File: src/rtl/spi_host_bridge.sv
// Wishbone-slave SPI mode-0 master: turns one 32-bit bus access into a single
// command/address/data frame for the wb_spi_slave bridge and acks on completion.
module spi_host_bridge #(
   parameter int CLK_DIV    = 2,
   parameter int DUMMY_BITS = 8
) (
   input  logic        clk,
   input  logic        rst,
   input  logic        i_wb_cyc,
   input  logic        i_wb_stb,
   input  logic        i_wb_we,
   input  logic [25:0] i_wb_adr,
   input  logic [31:0] i_wb_dat,
   output logic        o_wb_ack,
   output logic [31:0] o_wb_dat,
   output logic        sck,
   output logic        ssn,
   output logic        mosi,
   input  logic        miso,
   output logic        busy
);

   localparam int CW = $clog2(2*CLK_DIV+1);
   localparam logic [CW-1:0] HALF_LAST     = CW'(CLK_DIV-1);
   localparam logic [CW-1:0] FULL_LAST     = CW'(2*CLK_DIV-1);
   localparam logic [6:0]    WR_BITS       = 7'd72;
   localparam logic [6:0]    RD_BITS       = 7'(72+DUMMY_BITS);
   localparam logic [6:0]    RD_DATA_START = 7'(40+DUMMY_BITS);

   typedef enum logic [2:0] {S_IDLE, S_SETUP, S_SHIFT, S_HOLD, S_GAP} state_e;

   state_e         state_q, state_d;
   logic [CW-1:0]  cnt_q, cnt_d;
   logic [6:0]     bit_q, bit_d;
   logic [71:0]    tx_q, tx_d;
   logic [31:0]    rx_q, rx_d;
   logic           we_q, we_d;
   logic           sck_q, sck_d, ssn_q, ssn_d, mosi_q, mosi_d;
   logic           ack_q, ack_d, busy_q, busy_d;
   logic [31:0]    rdat_q, rdat_d;
   logic [6:0]     frame_len;

   assign frame_len = we_q ? WR_BITS : RD_BITS;

   always_comb begin
      state_d = state_q;
      cnt_d   = cnt_q;
      bit_d   = bit_q;
      tx_d    = tx_q;
      rx_d    = rx_q;
      we_d    = we_q;
      rdat_d  = rdat_q;
      ack_d   = 1'b0;
      case (state_q)
         S_IDLE: begin
            if (i_wb_cyc && i_wb_stb) begin
               state_d = S_SETUP;
               cnt_d   = '0;
               bit_d   = '0;
               we_d    = i_wb_we;
               tx_d    = {(i_wb_we ? 8'h02 : 8'h03), 6'b0, i_wb_adr,
                          (i_wb_we ? i_wb_dat : 32'h0)};
            end
         end
         S_SETUP: begin
            if (cnt_q == HALF_LAST) begin
               state_d = S_SHIFT;
               cnt_d   = '0;
            end else begin
               cnt_d = cnt_q + 1'b1;
            end
         end
         S_SHIFT: begin
            // Last cycle of the high phase: sample MISO, then SCK falls and MOSI advances.
            if (cnt_q == HALF_LAST) begin
               tx_d = {tx_q[70:0], 1'b0};
               if (!we_q && bit_q >= RD_DATA_START) rx_d = {rx_q[30:0], miso};
            end
            if (cnt_q == FULL_LAST) begin
               cnt_d = '0;
               bit_d = bit_q + 7'd1;
               if (bit_q + 7'd1 == frame_len) state_d = S_HOLD;
            end else begin
               cnt_d = cnt_q + 1'b1;
            end
         end
         S_HOLD: begin
            if (cnt_q == HALF_LAST) begin
               state_d = S_GAP;
               cnt_d   = '0;
               ack_d   = i_wb_cyc;
               if (!we_q) rdat_d = rx_q;
            end else begin
               cnt_d = cnt_q + 1'b1;
            end
         end
         S_GAP: begin
            if (cnt_q == FULL_LAST) begin
               state_d = S_IDLE;
               cnt_d   = '0;
            end else begin
               cnt_d = cnt_q + 1'b1;
            end
         end
         default: state_d = S_IDLE;
      endcase

      sck_d  = (state_d == S_SHIFT) && (cnt_d <= HALF_LAST);
      ssn_d  = !(state_d inside {S_SETUP, S_SHIFT, S_HOLD});
      mosi_d = !ssn_d && tx_d[71];
      busy_d = (state_d != S_IDLE);
   end

   always_ff @(posedge clk) begin
      if (rst) begin
         state_q <= S_IDLE;
         cnt_q   <= '0;
         bit_q   <= '0;
         sck_q   <= 1'b0;
         ssn_q   <= 1'b1;
         mosi_q  <= 1'b0;
         ack_q   <= 1'b0;
         busy_q  <= 1'b0;
         rdat_q  <= '0;
      end else begin
         state_q <= state_d;
         cnt_q   <= cnt_d;
         bit_q   <= bit_d;
         sck_q   <= sck_d;
         ssn_q   <= ssn_d;
         mosi_q  <= mosi_d;
         ack_q   <= ack_d;
         busy_q  <= busy_d;
         rdat_q  <= rdat_d;
      end
   end

   // Frame payload registers carry no reset; they are reloaded on every acceptance.
   always_ff @(posedge clk) begin
      tx_q <= tx_d;
      rx_q <= rx_d;
      we_q <= we_d;
   end

   assign sck      = sck_q;
   assign ssn      = ssn_q;
   assign mosi     = mosi_q;
   assign o_wb_ack = ack_q;
   assign busy     = busy_q;
   assign o_wb_dat = rdat_q;

endmodule

File: config.mk
export PLATFORM = sky130hd
export DESIGN_NAME = spi_host_bridge
export DESIGN_NICKNAME = d
export VERILOG_FILES = /design/src/rtl/spi_host_bridge.sv
export SDC_FILE = /design/constraint.sdc
export NUM_CORES = 1
export LEC_CHECK = 0
export BUFFER_PORTS_ARGS = -buffer_cell sky130_fd_sc_hd__buf_2
export CELL_PAD_IN_SITES_DETAIL_PLACEMENT = 0
export CELL_PAD_IN_SITES_GLOBAL_PLACEMENT = 1
export CORE_MARGIN = 2
export CORE_UTILIZATION = 48
export CTS_BUF_LIST = sky130_fd_sc_hd__clkbuf_16
export DETAILED_ROUTE_END_ITERATION = 10
export PLACE_DENSITY = 0.85
export SYNTH_ARGS = -nofsm -noshare
export SYNTH_HDL_FRONTEND = slang
export SYNTH_SLANG_ARGS = --single-unit
File: constraint.sdc
create_clock -name clk -period 13.7 [get_ports clk]
set_clock_uncertainty 0.15 [all_clocks]
set_input_delay 2.74 -clock clk [delete_from_list [all_inputs] [get_ports clk]]
set_output_delay 2.74 -clock clk [all_outputs]
set_load 0.02 [all_outputs]
-- Yosys cells after proc, flatten, opt, wreduce, memory -nomap -nowiden
Index checks and enable logic that the tools add are counted.
- bits in registers: 155
- input bits: 64
- output and inout bits: 37
- word-level logic and storage cells: 71
- add/sub/neg operators: 2
- magnitude comparators: 2
- eq/ne operators: 13
- multiplexer cells: 20
- bitwise operators: 3
- reduce and logical (&&, ||, !) cells: 18
- operator list (kind ; count):
    $mux 72 ; 2
    $pmux 72 s2 ; 1
    $mux 32 ; 1
    $mux 3 ; 9
    $eq 3x2->1 const B ; 5
    $pmux 3 s5 ; 1
    $mux 7 ; 2
    $pmux 7 s2 ; 1
    $reduce_and 3->1 ; 4
    $eq 3x1->1 const B ; 3
    $pmux 3 s3 ; 1
    $add 7x1->7 const B ; 1
    $eq 7x7->1 ; 1
    $ge 7x6->1 const B ; 1
    $ne 2x2->1 const B ; 3
    $reduce_bool 3->1 ; 2
    $mux 5 ; 1
    $logic_and 1x1->1 ; 4
    $reduce_or 2->1 ; 2
    $add 3x1->3 const B ; 1
    $eq 3x3->1 const B ; 1
    $le 3x1->1 const B ; 1
    $logic_not 3->1 ; 1
    $not 1->1 ; 3
    5 further kinds ; 6

-- Depth between registers and ports, before layout
Gate-level depths: netlist (run 1).
- depth after elaboration: 8
- depth in mapped cells: 9
- depth with buffers taken out: 7

-- Worst setup path after synthesis (run 1)
OpenSTA, ideal clock, no wires.
- kind: in2reg
- start point: in i_wb_cyc
- end point: reg tx_q[0] (enable)
- setup time: 0.425 ns
- arrival time: 4.452 ns
- data required time: 13.125 ns
- path slack: 8.673 ns
- stages: 4
- cells stage by stage: and3b_1 a21o_1 nand2_1 inv_1
- word-level cells in the longest chain between the ends: 3
- RTL lines (item ; line ; text):
    from (decl) ; 9 ; input logic i_wb_cyc,
    $logic_and 1x1->1 ; 56 ; if (i_wb_cyc && i_wb_stb) begin
    $ne 2x2->1 (no line) ; - ;
    $reduce_and 3->1 (no line) ; - ;
    to (signal assigned) ; 140 ; tx_q <= tx_d;
    to (decl) ; 35 ; logic [71:0] tx_q, tx_d;
No other way between the ends.
A chain may end at the register's enable or synchronous reset.

-- Worst setup path in the final report (run 1)
- start point: in i_wb_cyc
- end point: reg bit_q[2]
- word-level cells in the longest chain between the ends: 3
- RTL lines (item ; line ; text):
    $logic_and 1x1->1 ; 56 ;
    $ne 2x2->1 (no line) ; - ;
    $reduce_and 3->1 (no line) ; - ;
    to (signal assigned) ; 128 ; bit_q <= bit_d;
    to (decl) ; 34 ; logic [6:0] bit_q, bit_d;
No other way between the ends.

==> flow_summary.ini, run 1 <==
[run_status]
outcome = completed

[timing]
worst_pin_slew_ns = 1.213
setup_viol = 0
timing.final.crit_period_ns = 4.397
final_max_slew_viol_count = 0
final_number_of_hold_violating_endpoints = 0
maximum_clock_frequency_ghz = 0.2274
max-slew-margin-rel_pct = 19.12
rsz0062_at_grt = no
post_route_worst_hold_slack_ns = 0.3004
fin_crit_sh_pct = 32.10
fin_tns_setup_ns = 0

[detailed_routing]
routedWlPerCell_um = 15.91
totalWireLength_um = 11250
ant_nets = 0
drt_iter0_markers = 215
dr.pass1.iters = 5
detail_route.vias_per_cell = 5.410
drcViolationCount = 0
num_vias = 3825

[synthesis]
synth.net_count = 527
fraction_of_registers_with_async_set_reset_pct = 0
post-synth-top-count-cell = edfxtp_1
synthTopCellsByArea = edfxtp_1 53%, dfxtp_1 17%, a22o_1 8.6%
post_synth_top_cells = 104 x edfxtp_1, 72 x nand2_1, 58 x a22o_1
synth_enable_flop_cells = 104
yosys.area.top_type = edfxtp_1
dominantRegCellSynth = edfxtp_1
yosysTopAreaCellShare_pct = 52.86
synth.avg_cell_area_um2 = 12.93
syn-instance-count = 457
ys_seq_elements = 155
post_synthesis_cell_type_count = 44
synth_seq_area_share_pct = 70.14
syn_std_cell_area_mm2 = 0.005908
yosysWarnings = 0

[layout]
final_design_area_no_fill_mm2 = 0.007073
layout-drive-gt1-share_pct = 25.54
area_growth_syn_to_layout_pct = 19.72
n_antenna_cell = 0
nNetsFinal = 618

[setup_path]
worstSetupStartpointType = input pin
slowest_stage = inv_1
worst_ep_arrival_time_ns = 4.51
cp_num_cells = 7
setup.worst_path.class = in -> reg
setup.worst_path.end_class = flip-flop
worst_path_max_fanout = 30
timing.critical_path.cells = buf_2, and3b_1, nand2_1, inv_1, nor2_1, o21ai_0, a21oi_1
critical-path-top-delay-family = buffers and inverters
critPathMaxStageDelay_ns = 0.68
cp_num_buf_inv = 2
cp.required_ns = 13.81
reg2reg_depth = 6

[cts]
cts_tree = done
cts_root_buffer_type = clkbuf_16
clock_insertion_delay_worst_skew_ns = 0.42
clock_buffers_created_by_tritoncts = 17
post-cts-setup-buffers = 0
max-clock-path-buffers = 2
path_clk_slew_ns = 0.06
cts.htree.levels = 4
cts.sinks = 155
cts.repair.resized = 0
postCtsHoldBufs = 0

[min_path]
hold_depth = 2
worst_hold_path_type = reg -> reg

[floorplan]
dieHeight_um = 114.9
total_die_area_mm2 = 0.01321
floorplan.rows = 40
floorplan.initialDensity_pct = 49.19
die_width_um = 114.9
io_pins = 101
core_area_mm2 = 0.01201

[grt]
global_route_wire_length_before_repair_um = 18010
grt_usage_pct = 17.84
via_count_of_the_first_global_routing_pass = 3610
maximum_number_of_pins_on_one_net_before_global_route_repair = 72
global_route.overflow_total = 0
antenna_found_initial = 0

[power_and_ir_drop]
cellInternalPower_w = 0.0008053
cellPowerDensity_mw_per_mm2 = 143.3
static-leakage-power_nw = 2.710
combPwrFrac_pct = 3.5
power.clock.fraction_pct = 45.5
p_sw_share_pct = 20.57
power_frac_seq_pct = 50.9
total_switching_power_w = 0.0002085
ir_drop_mv = 0.1598

[run]
max_cap_viol_count = 0

[placement]
routabilityCongestion = 0.7686
placed_cell_area_mm2 = 0.006486
dp_hpwl_um = 6929
portBuffers = 100
==> final cells by class <==
class | instances | area, um2
timing repair buffer | 103 | 523.0
tap | 147 | 183.9
fill | 944 | 4938
clock inverter | 11 | 86.33
sequential | 155 | 4144
multi-input combinational | 261 | 1598
inverter | 10 | 37.54
clock buffer | 20 | 500.5
==> worst paths after layout <==
path           startpoint            to  slack (ns)
max              i_wb_cyc      bit_q[2]        9.30
min reg2reg  o_wb_dat[16]  o_wb_dat[16]        0.30
min          o_wb_dat[16]  o_wb_dat[16]        0.30
max reg2reg      cnt_q[0]   o_wb_dat[8]       11.10
==> power groups by stage <==
stage / combinational, W / sequential (W) / clock (W)
2_1_floorplan: 0.0000208 / 0.000525 / 0
3_5_place_dp: 0.0000360 / 0.000526 / 0
6_report: 0.0000358 / 0.000516 / 0.000462
5_1_grt: 0.0000396 / 0.000517 / 0.000488
3_3_place_gp: 0.0000353 / 0.000526 / 0
4_1_cts: 0.0000360 / 0.000516 / 0.000471
==> cell families (layout without fill, tap and decap cells) <==
group	after synthesis	in the layout	share of synthesized area [%]
buffers and inverters	41	144	2.965
and+or+nand+nor	131	131	10.23
DFF	155	155	70.14
muxes	1	1	0.1694
AOI/OAI and AO/OA	118	118	14.49
adders and majority gates	6	6	1.271
xor gates and xnor gates	5	5	0.7413
==> layer usage <==
| metal | share of wire (%) | vias to the layer above | wire [um] | track usage [%] |
|---|---|---|---|---|
| li1 | - | 1852 | - | - |
| met3 | 6.3 | 9 | 707 | 5.746 |
| met2 | 45 | 111 | 5043 | 25.76 |
| met4 | 1.1 | 0 | 122 | 7.470 |
| met1 | 48 | 1853 | 5374 | 25.03 |
| met5 | 0 | - | 0 | 0 |
==> worst min-delay path, stage by stage, from the launching register on <==
cell	delay [ns]
dfxtp_1	0.30
nand2_1	0.05
a21oi_1	0.05
==> registers in the layout, indices dropped and copies added (netlist names) <==
name,count
busy,1
o_wb_ack,1
rx_q,32
bit_q,7
cnt_q,3
o_wb_dat,32
state_q,3
mosi,1
ssn,1
sck,1
we_q,1
tx_q,72
==> metrics by stage <==
step | std cells | setup slack (ns) | util, % | total power [W]
global placement | 676 | 8.958 | 54.00 | 0.0005611
floorplan | 457 | 8.673 | - | 0.0005454
global route | 707 | 9.102 | 58.89 | 0.001044
CTS | 707 | 9.292 | 58.89 | 0.001023
detailed placement | 676 | 8.846 | 54.00 | 0.0005618
finish | 707 | 9.303 | 58.89 | 0.001014
==> cells in the final DEF, fill, tap and decap left out, drive strengths merged, types with 2 or more instances in the layout <==
master and n:
edfxtp 104, buf 103, nand2 72, a22o 58, dfxtp 51, a21oi 39
clkbuf 20, nor2 19, inv 16, and2 13, o21ai 8, nand3 7
ha 6, a22oi 4, and3 4, clkinv 4, xnor2 3, nor3 3
nor3b 3, a21o 2, nand3b 2, xor2 2, or3 2
Note: power is estimated with default switching activity, not from simulation.
==> run 2, diff against run 1 <==
Settings changed: CORE_UTILIZATION 48 to 40, PLACE_DENSITY 0.85 to 0.75.
Clock period 13.7 ns to 3.8 ns, I/O delays scaled along.
==> flow_summary.ini, run 2 (same netlist as run 1, synthesis figures left out) <==
[run_status]
outcome = completed

[timing]
rsz0062_at_grt = no
fin_crit_sh_pct = 61.32
fin_tns_setup_ns = 0
final_number_of_hold_violating_endpoints = 0
setup_viol = 0
max-slew-margin-rel_pct = 37.00
timing.final.crit_period_ns = 2.330
worst_pin_slew_ns = 0.9450
maximum_clock_frequency_ghz = 0.4292
final_max_slew_viol_count = 0

[cts]
max-clock-path-buffers = 2
cts.sinks = 155
clock_insertion_delay_worst_skew_ns = 0.41
cts_root_buffer_type = clkbuf_16
path_clk_slew_ns = 0.06
cts.repair.resized = 0
clock_buffers_created_by_tritoncts = 17
cts.htree.levels = 4
postCtsHoldBufs = 0
post-cts-setup-buffers = 0
cts_tree = done

[floorplan]
io_pins = 101
floorplan.rows = 44
floorplan.initialDensity_pct = 40.81
total_die_area_mm2 = 0.01576
die_width_um = 125.5
core_area_mm2 = 0.01448
dieHeight_um = 125.5

[setup_path]
timing.rr.end = tx_q[37]
cp.required_ns = 3.75
worst_path_max_fanout = 43
critPathCapture = tx_q[37]
worst_ep_arrival_time_ns = 2.28
critical_path.startpoint = cnt_q[0]
setup.worst_path.end_class = flip-flop
reg2reg_depth = 6
crit-reg2reg-launch = cnt_q[0]
worstSetupStartpointType = flip-flop
setup.worst_path.class = reg -> reg
regToRegSetupSlack_ns = 1.47

[power_and_ir_drop]
cellPowerDensity_mw_per_mm2 = 510.0
static-leakage-power_nw = 2.736
ir_drop_mv = 0.2919
post_layout_power_w = 0.003649

[grt]
via_count_of_the_first_global_routing_pass = 3705
maximum_number_of_pins_on_one_net_before_global_route_repair = 63
global_route.overflow_total = 0
global_route_wire_length_before_repair_um = 18800
grt_usage_pct = 15.34
antenna_found_initial = 1

[layout]
registers.top_by_ff_count = tx_q
final_common_cell = edfxtp_1
area_growth_syn_to_layout_pct = 21.11
nNetsFinal = 621
layout.cells.most_common_list = 104 x edfxtp_1, 100 x buf_2, 72 x nand2_1
n_antenna_cell = 0
largest_register_ffs = 72
layout-drive-gt1-share_pct = 24.65
finished_core_util_pct = 49.42
n_fill_cell = 1288

[detailed_routing]
num_vias = 3877
dr.pass1.iters = 5
detail_route.vias_per_cell = 5.183
routedWlPerCell_um = 15.94
drt_iter0_markers = 252
ant_nets = 0
drcViolationCount = 0
totalWireLength_um = 11920

[min_path]
worst_hold_path_type = reg -> reg
hold_depth = 2

[placement]
portBuffers = 100
dp_hpwl_um = 7418
routabilityCongestion = 0.7627

[run]
max_cap_viol_count = 0
run 2: cell types whose count changed in the layout (fill, tap and decap cells not counted), sizes merged:
| cell | previous run | this run |
|---|---|---|
| bufinv | 1 | 2 |
| clkinv | 4 | 5 |
| clkinvlp | 0 | 1 |
| clkbuf | 20 | 19 |
| inv | 16 | 15 |
| buf | 103 | 106 |
run 2: worst min path at each step:
stage	from	to
3_3_place_gp	rx_q[7]	rx_q[8]
2_1_floorplan	rx_q[9]	rx_q[10]
3_5_place_dp	rx_q[7]	rx_q[8]
4_1_cts	rx_q[7]	rx_q[8]
6_report	o_wb_dat[13]	o_wb_dat[13]
5_1_grt	rx_q[10]	rx_q[11]
run 2: per-layer routing:
metal  up-vias  share of wire [%]  track usage (%)
li1       1863                  -                -
met1      1867                 47            20.47
met2       127                 44            22.58
met3        18                7.1            5.691
met4         2                1.9            6.536
met5         -               0.11                0
run 2: layout make-up:
cell class,count,area (um2),share of cell area (%)
inverters,10,37.54,0.5246
multi-input cells,261,1604,22.42
repair buffers,106,558.0,7.799
clock inverters,13,106.4,1.486
flip-flops and latches,155,4144,57.91
well taps,184,230.2,3.217
clock buffers,19,475.5,6.645
run 2: worst max-delay path, cell delays in order, from the launching register on:
cell     delay, ns
dfxtp_1       0.37
ha_1          0.18
and2b_1       0.25
a21o_1        0.15
nand2_1       0.07
inv_2         0.49
buf_12        0.33
run 2: where the power goes:
part | total (W) | switching (W) | internal, W
clock network | 0.00165 | 0.000630 | 0.00102
logic | 0.000136 | 0.0000816 | 0.0000549
registers | 0.00186 | 0.0000183 | 0.00184
total | 0.00365 | 0.000730 | 0.00292
run 2: per-stage QoR:
step	setup WS, ns	instances	hold WS, ns	area [um2]
floorplan	0.5981	457	0.2762	5913
global placement	1.240	716	0.2790	6574
detailed placement	1.210	716	0.2844	6574
CTS	1.437	748	0.2985	7156
global route	1.311	748	0.3030	7156
finish	1.470	748	0.2979	7156
==> run 3, diff against run 2 <==
Clock period 3.8 ns to 2.1 ns, I/O delays scaled along.
==> flow_summary.ini, run 3 (same netlist as run 1, synthesis figures left out) <==
[run_status]
outcome = completed

[timing]
timing.final.crit_period_ns = 1.980
worst_pin_slew_ns = 0.4576
final_max_slew_viol_count = 0
rsz0062_at_grt = no
final_number_of_hold_violating_endpoints = 0
maximum_clock_frequency_ghz = 0.5051
post_route_worst_hold_slack_ns = 0.02589
fin_ws_ns = 0.1202
fin_crit_sh_pct = 94.27
max-slew-margin-rel_pct = 69.38
setup_viol = 0

[cts]
postCtsHoldBufs = 0
clock_insertion_delay_worst_skew_ns = 0.42
cts.sinks = 155
max-clock-path-buffers = 2
clock_buffers_created_by_tritoncts = 17
path_clk_slew_ns = 0.06
cts_tree = done
post-cts-setup-buffers = 0
cts.htree.levels = 4
cts_root_buffer_type = clkbuf_16
cts.repair.resized = 0

[setup_path]
setup.worst_path.class = reg -> reg
worst_ep_arrival_time_ns = 2.11
timing.critical_path.cells = ha_2, nand3_2, xor2_1, or3_1, a2111o_1, nor3b_1
worstSetupStartpointType = flip-flop
worst_path_max_fanout = 6
setup.worst_path.end_class = flip-flop
cp.required_ns = 2.23
slowest_stage = a2111o_1
critPathMaxStageDelay_ns = 0.39
reg2reg_depth = 6

[detailed_routing]
routed-wl-met3_um = 774
drt_iter0_markers = 229
detail_route.vias_per_cell = 5.093
routedWlPerCell_um = 14.97
m1WireLength_um = 5363
dr.pass1.iters = 4
wl_met2_um = 4962
num_vias = 3850
totalWireLength_um = 11320
dr.max_layer_used = met4
drcViolationCount = 0
ant_nets = 0

[grt]
via_count_of_the_first_global_routing_pass = 3785
grt_usage_pct = 15.11
global_route_wire_length_before_repair_um = 19020
antenna_found_initial = 0
global_route.overflow_total = 0
maximum_number_of_pins_on_one_net_before_global_route_repair = 72

[layout]
final_common_cell = edfxtp_1
registers.top_by_ff_count = tx_q
area_growth_syn_to_layout_pct = 23.27
nNetsFinal = 629
final_std_cells_w_o_fill = 756
largest_register_ffs = 72
finished_core_util_pct = 50.30
layout.cells.most_common_list = 104 x edfxtp_1, 100 x buf_2, 71 x nand2_1
n_antenna_cell = 0
final_design_area_no_fill_mm2 = 0.007283
layout-drive-gt1-share_pct = 28.67

[power_and_ir_drop]
static-leakage-power_nw = 2.761
ir_drop_mv = 0.5355
cellPowerDensity_mw_per_mm2 = 880.2

[placement]
dp_hpwl_um = 7235
routabilityCongestion = 0.8560
pre_cts_ws_ns = 0.07160
placed_cell_area_mm2 = 0.006735
post-place-cells = 724
portBuffers = 100

[floorplan]
floorplan.rows = 44
io_pins = 101
dieHeight_um = 125.5
floorplan.initialDensity_pct = 40.81
die_width_um = 125.5
total_die_area_mm2 = 0.01576
core_area_mm2 = 0.01448

[run]
max_cap_viol_count = 0

[min_path]
worst_hold_path_type = in -> reg
hold_depth = 1
-- run 3: power by group --
group / leakage, nW / switching [W] / internal [W]
Clock: 0.273 / 0.00125 / 0.00153
Sequential: 1.39 / 0.0000327 / 0.00333
Combinational: 1.10 / 0.000147 / 0.000117
-- run 3: stage by stage --
step | TNS (ns) | power, W
after floorplan | -45.17 | 0.003562
after global placement | 0 | 0.003690
after detailed placement | 0 | 0.003696
after CTS | 0 | 0.006499
after global routing | 0 | 0.006649
final | 0 | 0.006411
-- run 3: path summary, 6_finish.rpt --
check / endpoint / slack (ns) / from
max: sck / 0.12 / bit_q[0]
min: rx_q[0] / 0.03 / miso
max reg2reg: sck / 0.12 / bit_q[0]
min reg2reg: rx_q[24] / 0.30 / rx_q[23]
-- run 3: worst max-delay path: cells and delay by family, from the launching register on --
family | cells | cell delay [ns]
simple gates | 3 | 0.56
compound gates | 1 | 0.39
flops | 1 | 0.37
fa+ha+maj | 1 | 0.20
xor+xnor | 1 | 0.17
-- run 3: layer usage --
metal | GRT usage [%] | vias to the layer above
met4 | 6.471 | 0
met2 | 21.88 | 106
met3 | 5.349 | 21
li1 | - | 1882
met5 | 0 | -
met1 | 20.61 | 1841
-- run 3: layout make-up --
type / count / area [um2]
Tap cell: 184 / 230.2
Timing Repair Buffer: 114 / 693.2
Sequential cell: 155 / 4149
Multi-Input combinational cell: 261 / 1629
Clock inverter: 15 / 115.1
Clock buffer: 17 / 425.4
Inverter: 10 / 41.29
Fill cell: 1310 / 7196
